**src/rtl/detector_jogada_pkg.sv**
```systemverilog
// Shared definitions for the move detector: FSM state codes used both by the
// FSM itself and by the 7-segment debug decoder that displays db_estado.
package detector_jogada_pkg;

   localparam logic [2:0] COD_OCIOSO = 3'd0;
   localparam logic [2:0] COD_FILTRA = 3'd1;
   localparam logic [2:0] COD_ACEITA = 3'd2;
   localparam logic [2:0] COD_ESPERA = 3'd3;
   localparam logic [2:0] COD_SOLTA  = 3'd4;

   typedef enum logic [2:0] {
      OCIOSO = COD_OCIOSO,
      FILTRA = COD_FILTRA,
      ACEITA = COD_ACEITA,
      ESPERA = COD_ESPERA,
      SOLTA  = COD_SOLTA
   } estado_t;

endpackage

```
**src/rtl/detector_jogada_sincronizador.sv**
```systemverilog
// Two-flop synchroniser for the raw asynchronous switch bus.
module sincronizador #(
   parameter int WIDTH = 4
) (
   input  logic             clock,
   input  logic             reset,
   input  logic [WIDTH-1:0] d,
   output logic [WIDTH-1:0] q
);

   logic [WIDTH-1:0] meta;

   // first flop may go metastable; second flop gives the FSM a settled copy
   always_ff @(posedge clock or negedge reset) begin
      if (!reset) begin
         meta <= '0;
         q    <= '0;
      end else begin
         meta <= d;
         q    <= meta;
      end
   end

endmodule

```
**src/rtl/detector_jogada.sv**
```systemverilog
// Move detector: synchronises and debounces the switch bus, accepts one-hot
// presses as moves, flags multi-key presses, and requires a debounced full
// release before the next press is considered.
//
// state  | meaning
// OCIOSO | idle, no key seen
// FILTRA | key seen, counting stable samples of the candidate code
// ACEITA | candidate debounced; emit feita/invalida if enabled (1 cycle)
// ESPERA | press handled, waiting for all keys to be released
// SOLTA  | keys released, counting stable zero samples
module detector_jogada
   import detector_jogada_pkg::*;
#(
   parameter int WIDTH           = 4,
   parameter int DEBOUNCE_CYCLES = 4
) (
   input  logic             clock,
   input  logic             reset,
   input  logic [WIDTH-1:0] chaves,
   input  logic             enable,
   input  logic             limpa,
   output logic [WIDTH-1:0] jogada,
   output logic             jogada_feita,
   output logic             jogada_invalida,
   output logic [2:0]       db_estado
);

   localparam int CW = $clog2(DEBOUNCE_CYCLES + 1);
   localparam logic [CW-1:0] LIMITE = CW'(DEBOUNCE_CYCLES - 1);
   localparam logic [CW-1:0] UM     = CW'(1);

   estado_t          estado, estado_next;
   logic [CW-1:0]    cnt, cnt_next;
   logic [WIDTH-1:0] cand, cand_next;
   logic [WIDTH-1:0] jogada_next;
   logic             feita_next, invalida_next;
   logic [WIDTH-1:0] s;
   logic             cand_one_hot;

   sincronizador #(.WIDTH(WIDTH)) u_sinc (
      .clock (clock),
      .reset (reset),
      .d     (chaves),
      .q     (s)
   );

   assign cand_one_hot = (cand != '0) && ((cand & (cand - WIDTH'(1))) == '0);
   assign db_estado    = estado;

   // state, counter, candidate and all outputs are registered together
   always_ff @(posedge clock or negedge reset) begin
      if (!reset) begin
         estado          <= OCIOSO;
         cnt             <= '0;
         cand            <= '0;
         jogada          <= '0;
         jogada_feita    <= 1'b0;
         jogada_invalida <= 1'b0;
      end else begin
         estado          <= estado_next;
         cnt             <= cnt_next;
         cand            <= cand_next;
         jogada          <= jogada_next;
         jogada_feita    <= feita_next;
         jogada_invalida <= invalida_next;
      end
   end

   // next-state, debounce counting and next output values
   always_comb begin
      estado_next   = estado;
      cnt_next      = cnt;
      cand_next     = cand;
      jogada_next   = jogada;
      feita_next    = 1'b0;
      invalida_next = 1'b0;

      case (estado)
         OCIOSO: begin
            if (s != '0) begin
               cand_next   = s;
               cnt_next    = UM;
               estado_next = FILTRA;
            end
         end
         FILTRA: begin
            if (s == '0) begin
               estado_next = OCIOSO;
            end else if (s != cand) begin
               cand_next = s;
               cnt_next  = UM;
            end else if (cnt >= LIMITE) begin
               // >= so that a single-sample debounce accepts on entry
               estado_next = ACEITA;
            end else begin
               cnt_next = cnt + UM;
            end
         end
         ACEITA: begin
            if (enable) begin
               if (cand_one_hot) begin
                  feita_next  = 1'b1;
                  jogada_next = cand;
               end else begin
                  invalida_next = 1'b1;
               end
            end
            estado_next = ESPERA;
         end
         ESPERA: begin
            if (s == '0) begin
               cnt_next    = UM;
               estado_next = SOLTA;
            end
         end
         SOLTA: begin
            if (s != '0) begin
               estado_next = ESPERA;
            end else if (cnt >= LIMITE) begin
               estado_next = OCIOSO;
            end else begin
               cnt_next = cnt + UM;
            end
         end
         default: begin
            estado_next = OCIOSO;
         end
      endcase

      // clearing wins over a same-cycle accept; the pulse itself still fires
      if (limpa) begin
         jogada_next = '0;
      end
   end

endmodule

```
**config.mk**
```make
export PLATFORM = sky130hd
export DESIGN_NAME = detector_jogada
export DESIGN_NICKNAME = d
export VERILOG_FILES = /design/src/rtl/detector_jogada_pkg.sv /design/src/rtl/detector_jogada_sincronizador.sv /design/src/rtl/detector_jogada.sv
export SDC_FILE = /design/constraint.sdc
export NUM_CORES = 1
export LEC_CHECK = 0
export BUFFER_PORTS_ARGS = -buffer_cell sky130_fd_sc_hd__buf_2
export CAP_MARGIN = 15
export CORE_AREA = 2 2 49 85
export DETAILED_ROUTE_END_ITERATION = 10
export DIE_AREA = 0 0 51 87
export PLACE_DENSITY = 0.52
export SYNTH_ARGS = -nofsm -noshare
export SYNTH_HDL_FRONTEND = slang
export SYNTH_SLANG_ARGS = --single-unit
```
**constraint.sdc**
```tcl
create_clock -name clock -period 6 [get_ports clock]
set_clock_uncertainty 0.1 [all_clocks]
set_input_delay 0.9 -clock clock [delete_from_list [all_inputs] [get_ports clock]]
set_output_delay 0.9 -clock clock [all_outputs]
set_load 0.01 [all_outputs]
```
==> metrics.md, run 1 <==
| Metric | Value |
|---|---|
| Critical R2R Capture | `cnt[1]$_DFFE_PN0P_` |
| Status | `finished, final reports clean` |
| Startpoint class of the critical path | `flip-flop` |
| Sequential share of power | `0.474` |
| Vias after detailed routing | `767` |
| Hold path endpoint | `u_sinc.q[3]$_DFF_PN0_` |
| Cell Area, Synth | `1096 um^2` |
| Die height | `87 um` |
| Cts-stage hold buffer count | `0` |
| Setup CP Type | `reg -> reg` |
| Final hold vios | `0` |
| Reg2reg setup slack | `3870 ps` |
| Period utilization | `0.3551` |
| Clock Sinks | `24` |
| Nets | `123` |
| Worst slew margin | `0.4510` |
| Setup violators final | `0` |
| Distinct cells, synth | `34` |
| Setup crit end kind | `flip-flop` |
| Pins over their slew limit | `0` |
| Max-cap violation count | `0` |
| Comb power frac | `0.283` |
| CTS max path bufs | `2` |
| Synth Instances | `94` |
| Clk network pwr share | `0.244` |
| P_sw | `148.6 uW` |
| Fillers | `386` |
| Tot Pwr | `447.8 uW` |
| Core area | `3791 um^2` |
| Hold depth | `0` |
| CTS tree | `done` |
| Clk root buf | `clkbuf_8` |
| Maximum vdd drop | `0.0001536 V` |
| Via count of the first global-routing pass | `798` |
| Mean Syn Cell Area | `11.66 um^2` |
| Worst R2R Path Depth | `5` |
| Detail Route Antenna Nets | `0` |
| Pin count of the biggest net entering global routing | `25` |
| Sequential share of the synthesized area | `0.5479` |
| Num CTS Buffers | `3` |
| Fmax achieved | `469.4 MHz` |
| Worst-path fanout max | `8` |
| # H-tree levels | `1` |
| PwrDens | `349.1 nW/um^2` |
| Gr usage total | `0.1040` |
| Worst EP arrival | `2190 ps` |
| GRT overflow | `0` |
| Clock Latency Late Sink | `260 ps` |
| Clock transition at path regs | `80 ps` |
| Register Area | `600.6 um^2` |
| Setup bufs post-CTS | `0` |
| Syn. warnings | `0` |
| Least-Margin Pin Slew | `816.0 ps` |
| Hold Crit Class | `reg -> reg` |
| I/O Buffers | `16` |
| Total wire length | `2.035 mm` |
| Wire length per cell | `12.72 um` |
| Die W | `51 um` |
| Starting Density | `0.2891` |
| FF-to-FF Start | `u_sinc.q[0]$_DFF_PN0_` |
| DR pass1 iterations | `4` |
| Worst EP required | `6060 ps` |
| Switching Share | `0.3320` |
| Dpl hpwl | `1.519 mm` |
| Pint | `299.1 uW` |
| Fraction of registers with async set/reset | `1.000` |
| Post-CTS Resized | `0` |
| Most common cell after layout, fill and taps aside | `dfrtp_1` |
| Multi-input gate area | `479.2 um^2` |
| Mapped Nets | `104` |
| Initial DRC count | `8` |
| Worst hold path startpoint | `u_sinc.meta[3]$_DFF_PN0_` |
| Layout area overhead | `17.01%` |
| Remaining DRCs | `0` |
| Ys flop type | `dfrtp_1` |
| Gpl congestion | `0.8234` |
| Fraction of layout cells with a size suffix above 1 | `0.2500` |
| Setup TNS | `0 ps` |
| EDFF count, synth | `0` |
| Most frequent cells in the layout | `24 x dfrtp_1, 16 x buf_2, 10 x nor2_1` |
| First-pass GRT wire length | `3.456 mm` |
| DIE AREA | `4437 um^2` |
| Antenna violations before repair | `0` |
| FP Rows | `30` |
| RSZ-0062 raised after global routing | `false` |
| N_diodes | `0` |
| IO Pins | `17` |
| Pleak | `0.0005805 uW` |
| Synthesized flop and latch total | `24` |
| Fin crit period | `2130 ps` |
| Vias per inst | `4.794` |
## worst max path at each step
stage | slack, ps | start | to | cells after the start
after floorplan | 4010 | u_sinc.q[0]$_DFF_PN0_ | cnt[1]$_DFFE_PN0P_ | 5
after global placement | 3840 | enable | jogada[2]$_DFFE_PN0P_ | 5
after detailed placement | 3810 | enable | jogada[3]$_DFFE_PN0P_ | 5
after CTS | 3850 | u_sinc.q[0]$_DFF_PN0_ | cnt[1]$_DFFE_PN0P_ | 5
after global routing | 3620 | u_sinc.q[0]$_DFF_PN0_ | cnt[2]$_DFFE_PN0P_ | 5
final | 3870 | u_sinc.q[0]$_DFF_PN0_ | cnt[1]$_DFFE_PN0P_ | 5
## sequential cells by signal, summed over array words and instances, names as in the netlist
| register | flops |
|---|---|
| jogada | 4 |
| db_estado | 3 |
| cnt | 3 |
| jogada_feita | 1 |
| u_sinc.q | 4 |
| jogada_invalida | 1 |
| cand | 4 |
| u_sinc.meta | 4 |
## worst max-delay path: stages, from the launching register on
cell and delay [ps]:
dfrtp_1 430, nor4_2 640, nand3_1 340, a31oi_4 270
mux2i_1 200, nor2_1 50
## cells by family (layout without fill, tap and decap cells)
family                     count (synthesis)  count (layout)  synth area share
buffers and inverters                      4              22           0.01484
and+or+nand+nor                           32              32            0.1667
adders and majority gates                  2               2           0.02283
DFF                                       24              24            0.5479
xor gates and xnor gates                   5               5           0.03995
muxes                                      8               8           0.07762
AOI/OAI and AO/OA                         19              19            0.1301
## synth_stat cells (3+ instances only)
cell	count	area (um^2)
nand3_1	3	15.01
xor2_1	5	43.79
nor2_1	10	37.54
dfrtp_1	24	600.6
nand2_1	5	18.77
mux2_2	4	45.04
mux2i_1	4	40.04
a21oi_1	5	25.02
## power by group through the flow
stage               Clock (uW)  Sequential, uW  Combinational (uW)
finish                     109             212                 127
global route               123             217                 141
CTS                        115             213                 129
detailed placement           0             216                 129
global placement             0             216                 126
floorplan                    0             205                 105
## layer usage
metal  vias up  wire length, um  global-route usage  share of wire
met1       362              839              0.1149           0.41
met4         0               31             0.05160          0.015
met5         -                0                   0              0
met3         5               75             0.01718          0.037
li1        380                -                   -              -
met2        20             1088              0.1865           0.53
## cell type report
type / count / area share
Clock buffer: 4 / 0.04293
Inverter: 2 / 0.005854
Timing Repair Buffer: 16 / 0.06244
Sequential cell: 24 / 0.4683
Tap cell: 48 / 0.04683
Multi-Input combinational cell: 66 / 0.3737
## stage by stage
step	cells	cell area [um^2]	worst slack, ps	utilization	hold slack [ps]
after floorplan	94	1096	4013	-	231.2
after global placement	156	1227	3845	0.3238	232.2
after detailed placement	156	1227	3807	0.3238	234.7
after CTS	160	1282	3850	0.3383	255.2
after global routing	160	1282	3618	0.3383	262.0
final	160	1282	3870	0.3383	252.0
Power figures use the tool's default switching activity.
==> inputs of run 2 (changes only) <==
- PLACE_DENSITY: 0.52 -> 0.53
- clock period: 6 -> 1.83 ns (I/O delays scaled with it)
==> run 2 against run 1 <==
  * The flow now finishes with violations (setup timing)
  * Via count grew 17%
  * Sequential power grew to 3.2 times the previous value
  * Clock-buffer cell count down 1
  * Die area is the same
  * Critical path depth stayed put
  * Cell count rose by 14%
  * Cell area increased by 20%
  * Power grew to 3.9 times the previous value
  * Critical path type unchanged
==> metrics.md, run 2 (synthesized netlist as in run 1, its figures left out) <==
| Metric | Value |
|---|---|
| Status | `finished, violations left` |
| Violated checks | `setup timing` |
| Final hold vios | `0` |
| Setup violators final | `2` |
| Remaining DRCs | `0` |
| Post-route setup slack | `-70.30 ps` |
| Met2 global-route usage | `0.2208` |
| Clock Latency Late Sink | `260 ps` |
| Worst slew margin | `0.6412` |
| Setup CP Type | `reg -> reg` |
| Crit path largest cell delay | `520 ps` |
| Pins over their slew limit | `0` |
| Dpl ws | `-65.07 ps` |
| Least-Margin Pin Slew | `538.2 ps` |
| Initial DRC count | `20` |
| Pin count of the biggest net entering global routing | `25` |
| N_diodes | `0` |
| GRT overflow | `0` |
| Fmax achieved | `526.2 MHz` |
| Vias per inst | `4.951` |
| Gpl congestion | `0.8948` |
| I/O Buffers | `16` |
| First-pass GRT wire length | `3.933 mm` |
| GR Layer Usage met3 | `0.02234` |
| Post-Layout Cell Count | `182` |
| Maximum vdd drop | `0.0006953 V` |
| Most frequent cells in the layout | `24 x dfrtp_1, 16 x buf_2, 14 x buf_4, 10 x nor2_1` |
| Cells along the critical path | `or4_4 -> or3_4 -> a31oi_4 -> mux2i_1 -> nor2_1` |
| Dpl hpwl | `1.880 mm` |
| Tot Pwr | `1732 uW` |
| Die height | `87 um` |
| CTS max path bufs | `2` |
| Wire length per cell | `13.68 um` |
| Starting Density | `0.2891` |
| Worst-path fanout max | `2` |
| Detail Route Antenna Nets | `0` |
| Vias after detailed routing | `901` |
| Fraction of layout cells with a size suffix above 1 | `0.3806` |
| Core area | `3791 um^2` |
| Worst EP required | `1890 ps` |
| Placed inst area | `1353 um^2` |
| DR pass1 iterations | `4` |
| Total wire length | `2.489 mm` |
| IO Pins | `17` |
| Pleak | `0.0006969 uW` |
| Max-cap violation count | `0` |
| Startpoint class of the critical path | `flip-flop` |
| Fillers | `356` |
| PwrDens | `1125 nW/um^2` |
| FP Rows | `30` |
| Via count of the first global-routing pass | `948` |
| Grt met1 use | `0.1178` |
| RSZ-0062 raised after global routing | `true` |
| Design area | `1539 um^2` |
| # H-tree levels | `1` |
| Die W | `51 um` |
| Critical path's slowest cell | `or4_4` |
| Clk root buf | `clkbuf_8` |
| Clock Sinks | `24` |
| Setup crit end kind | `flip-flop` |
| DIE AREA | `4437 um^2` |
| Nets | `145` |
| Clock transition at path regs | `80 ps` |
| Gr usage total | `0.1184` |
| Reg2reg setup slack | `-70 ps` |
| Fin crit period | `1900 ps` |
| Antenna violations before repair | `0` |
| Most common cell after layout, fill and taps aside | `dfrtp_1` |
| Num CTS Buffers | `3` |
| Worst EP arrival | `1960 ps` |
| CTS tree | `done` |
| Period utilization | `1.038` |
| Most Crowded Layer GR | `met2` |
| Layout area overhead | `40.41%` |
| Hold Crit Class | `in -> reg` |
| Placed Cells incl. Taps | `171` |
-- run 2: cell type report --
class                           count  area (um^2)  share of cell area
Sequential cell                    24        600.6              0.3902
Multi-Input combinational cell     66        521.8              0.3390
Timing Repair Buffer               38        277.8              0.1805
Tap cell                           48        60.06             0.03902
Clock buffer                        3        41.29             0.02683
Clock inverter                      1        30.03             0.01951
Inverter                            2        7.507            0.004878
-- run 2: metal layers --
layer  vias to the layer above  routed length (um)
met5                         -                   0
met4                         0                  51
met3                         5                  63
met2                        17                1454
met1                       455                 920
li1                        424                   -
-- run 2: worst max-delay path, delay by kind of cell, from the launching register on --
| family | cells | cell delay [ps] |
|---|---|---|
| multiplexers | 1 | 200 |
| AND/OR/NAND/NOR | 3 | 940 |
| flip-flops | 1 | 400 |
| AO/OA/AOI/OAI | 1 | 160 |
-- run 2: power by group --
part           total, uW  switching (uW)  internal, uW  leakage, uW
sequential           668            76.0           592     0.000296
combinational        603             300           303     0.000365
clock                461             168           292    0.0000357
total               1730             544          1190     0.000697
-- run 2: metrics by stage --
| stage | utilization | TNS (ps) | hold WS (ps) |
|---|---|---|---|
| after floorplan | - | -69.65 | -121.1 |
| after global routing | 0.4059 | -258.7 | 108.6 |
| after global placement | 0.3568 | -23.30 | 179.7 |
| after CTS | 0.3822 | -92.77 | 0.4933 |
| after detailed placement | 0.3568 | -78.49 | 195.4 |
| final | 0.4059 | -70.39 | 101.7 |
-- run 2: path summary, 6_finish.rpt --
path | start | to | cells after the start
min in group asynchronous | reset | u_sinc.meta[1]$_DFF_PN0_ | 2
max | u_sinc.q[1]$_DFF_PN0_ | cnt[1]$_DFFE_PN0P_ | 5
min | limpa | jogada[1]$_DFFE_PN0P_ | 2
max reg2reg | u_sinc.q[1]$_DFF_PN0_ | cnt[1]$_DFFE_PN0P_ | 5
max in group asynchronous | reset | jogada_feita$_DFF_PN0_ | 2
min reg2reg | u_sinc.meta[1]$_DFF_PN0_ | u_sinc.q[1]$_DFF_PN0_ | 0
-- run 2: timing repair --
action                                  CTS  global route
endpoints found under the setup margin    2            11
buffers inserted                          0             2
hold endpoints to repair                 25             3
cloned                                    0             0
pin swaps                                 0             4
hold buffers                              2             3
resized for setup                         1             8
==> inputs of run 3 (changes only) <==
- ABC_AREA: not set -> 1
- CORE_AREA: 2 2 49 85 -> 2 2 54 94
- DIE_AREA: 0 0 51 87 -> 0 0 56 96
- PLACE_DENSITY: 0.53 -> 0.52
==> run 3 against run 2 <==
  * The run now ends clean
  * Sequential share of layout area decreased by 1.7 points
  * Register-to-register slack improved by 250 ps
  * Die area increased by 21%
  * Utilization decreased by 5.8 points
  * Worst hold slack improved by 77 ps
  * Wire length increased by 3.3%
  * Global-route usage decreased by 1.3 points
  * Power increased by 40%
  * Critical path type unchanged
  * Critical endpoint is now db_estado[2]$_DFFE_PN0P_
  * Largest cell class is now multi-input gates
==> metrics.md, run 3 <==
| Metric | Value |
|---|---|
| Status | `finished, final reports clean` |
| FF-to-FF Start | `cnt[1]$_DFFE_PN0P_` |
| Mapped Nets | `174` |
| Most common cell after layout, fill and taps aside | `nand2_1` |
| Final Util | `0.3482` |
| Startpoint class of the critical path | `flip-flop` |
| Antenna violations before repair | `0` |
| Most frequent cells in the layout | `50 x nand2_1, 24 x dfrtp_1, 20 x inv_1, 16 x buf_2, 11 x nand3_1` |
| Setup TNS | `0 ps` |
| First-pass GRT wire length | `4.326 mm` |
| Crit path largest cell delay | `420 ps` |
| Synth Instances | `164` |
| Final hold vios | `0` |
| Detail Route Antenna Nets | `0` |
| Nets | `201` |
| Maximum vdd drop | `0.0005035 V` |
| DIE AREA | `5376 um^2` |
| Gpl congestion | `0.7965` |
| Critical path's slowest cell | `dfrtp_1` |
| Worst hold margin | `179.0 ps` |
| Die W | `56 um` |
| Remaining DRCs | `0` |
| Dpl hpwl | `1.975 mm` |
| Area contributors post-synth | `dfrtp_1 45%, nand2_1 14%, inv_1 5.6%` |
| Worst slew margin | `0.6306` |
| Top cells by count, synth | `50 x nand2_1, 24 x dfrtp_1, 20 x inv_1` |
| Clock Sinks | `24` |
| Worst EP required | `1910 ps` |
| Pin count of the biggest net entering global routing | `25` |
| Wire length per cell | `10.62 um` |
| Post-CTS Resized | `0` |
| Cell Area, Synth | `1336 um^2` |
| Cells along the critical path | `ha_1 -> ha_1 -> nor2_1 -> nand2_2 -> a21oi_1 -> nor2_2 -> nand2_4 -> nand2_1 -> nand2_1 -> inv_1` |
| Period utilization | `0.9034` |
| CTS tree | `done` |
| Setup violators final | `0` |
| Post-synth top area share | `0.4494` |
| Fraction of layout cells with a size suffix above 1 | `0.2842` |
| Post-route setup slack | `176.7 ps` |
| Clock transition at path regs | `100 ps` |
| # H-tree levels | `1` |
| Worst EP arrival | `1740 ps` |
| Total wire length | `2.571 mm` |
| CP Buf/Inv Count | `1` |
| Setup crit end kind | `flip-flop` |
| Gr usage total | `0.1051` |
| Pins over their slew limit | `0` |
| Sequential share of the synthesized area | `0.4494` |
| Clock Latency Late Sink | `280 ps` |
| Dpl ws | `152.9 ps` |
| Initial DRC count | `26` |
| Critical path endpoint | `db_estado[2]$_DFFE_PN0P_` |
| Placed inst area | `1481 um^2` |
| Ys flop type | `dfrtp_1` |
| Delay-heaviest family, CP | `simple AND/OR/NAND/NOR gates` |
| Clk root buf | `clkbuf_8` |
| Layout area overhead | `20.51%` |
| Crit. Startpoint | `cnt[1]$_DFFE_PN0P_` |
| Fraction of registers with async set/reset | `1.000` |
| PwrDens | `1505 nW/um^2` |
| Worst R2R Path Depth | `10` |
| Via count of the first global-routing pass | `1010` |
| Pleak | `0.0008582 uW` |
| Setup CP Type | `reg -> reg` |
| RSZ-0062 raised after global routing | `false` |
| Vias after detailed routing | `1064` |
| WP depth | `10` |
| Vias per inst | `4.397` |
| Distinct cells, synth | `22` |
| Syn. warnings | `0` |
| Fmax achieved | `604.9 MHz` |
| FP Rows | `33` |
| CTS max path bufs | `2` |
| Reg2reg setup slack | `180 ps` |
| Core area | `4624 um^2` |
| Die height | `96 um` |
| Critical R2R Capture | `db_estado[2]$_DFFE_PN0P_` |
| I/O Buffers | `16` |
| Num CTS Buffers | `3` |
| EDFF count, synth | `0` |
| Starting Density | `0.2890` |
| Synthesized flop and latch total | `24` |
| Max-cap violation count | `0` |
| Mean Syn Cell Area | `8.148 um^2` |
| Design area | `1610 um^2` |
| Most common cell in the netlist | `nand2_1` |
| Worst-path fanout max | `6` |
| Cell taking the most area after synthesis | `dfrtp_1` |
| Hold depth | `4` |
| N_diodes | `0` |
| Least-Margin Pin Slew | `554.0 ps` |
| Fin crit period | `1653 ps` |
| IO Pins | `17` |
| DR pass1 iterations | `4` |
| GRT overflow | `0` |
| Hold Crit Class | `in -> reg` |
==> run 3: repair_timing <==
| item | 4_1_cts | 5_1_grt |
|---|---|---|
| endpoints found under the setup margin | 0 | 2 |
| setup buffers | 0 | 1 |
| hold endpoints to repair | 27 | 1 |
| hold buffers | 4 | 1 |
==> run 3: final cells by class <==
class / count / area [um^2]
clock buffers: 3 / 41.29
clock inverters: 1 / 30.03
fillers: 504 / 3014
inverters: 25 / 93.84
multi-input cells: 115 / 641.9
flip-flops and latches: 24 / 600.6
well taps: 52 / 65.06
repair buffers: 22 / 137.6
==> run 3: through the flow <==
step	power [uW]	instances
global placement	1945	232
detailed placement	1947	232
CTS	2442	240
floorplan	1694	164
global route	2641	242
finish	2423	242
==> run 3: cells by family after synthesis <==
logic type	after synthesis	share of synthesized area
compound gates	16	0.07303
xor+xnor	1	0.006556
fa+ha+maj	2	0.01872
buf+inv	25	0.07022
flops	24	0.4494
simple gates	96	0.3820
==> run 3: worst min-delay path by stage <==
stage | from | end | slack [ps]
finish | limpa | jogada[3]$_DFFE_PN0P_ | 180
global placement | reset | u_sinc.meta[3]$_DFF_PN0_ | 210
CTS | chaves[3] | u_sinc.meta[3]$_DFF_PN0_ | 2
global route | limpa | jogada[1]$_DFFE_PN0P_ | 200
floorplan | reset | cand[0]$_DFFE_PN0P_ | -120
detailed placement | reset | u_sinc.meta[3]$_DFF_PN0_ | 210
==> run 3: per-layer routing <==
metal / up-vias / GRT usage / part of all wire
li1: 564 / - / -
met1: 480 / 0.1016 / 0.39
met2: 15 / 0.2088 / 0.56
met3: 5 / 0.01747 / 0.026
met4: 0 / 0.05357 / 0.024
met5: - / 0 / 0
==> run 3: report_power, final <==
| part | internal (uW) | leakage (uW) | switching, uW |
|---|---|---|---|
| sequential | 645 | 0.000300 | 133 |
| combinational | 421 | 0.000522 | 737 |
| clock | 293 | 0.0000357 | 193 |
==> run 3: tightest hold or removal path, delay by kind of cell <==
family | cells | cell delay [ps]
buffers and inverters | 1 | 110
and+or+nand+nor | 3 | 140
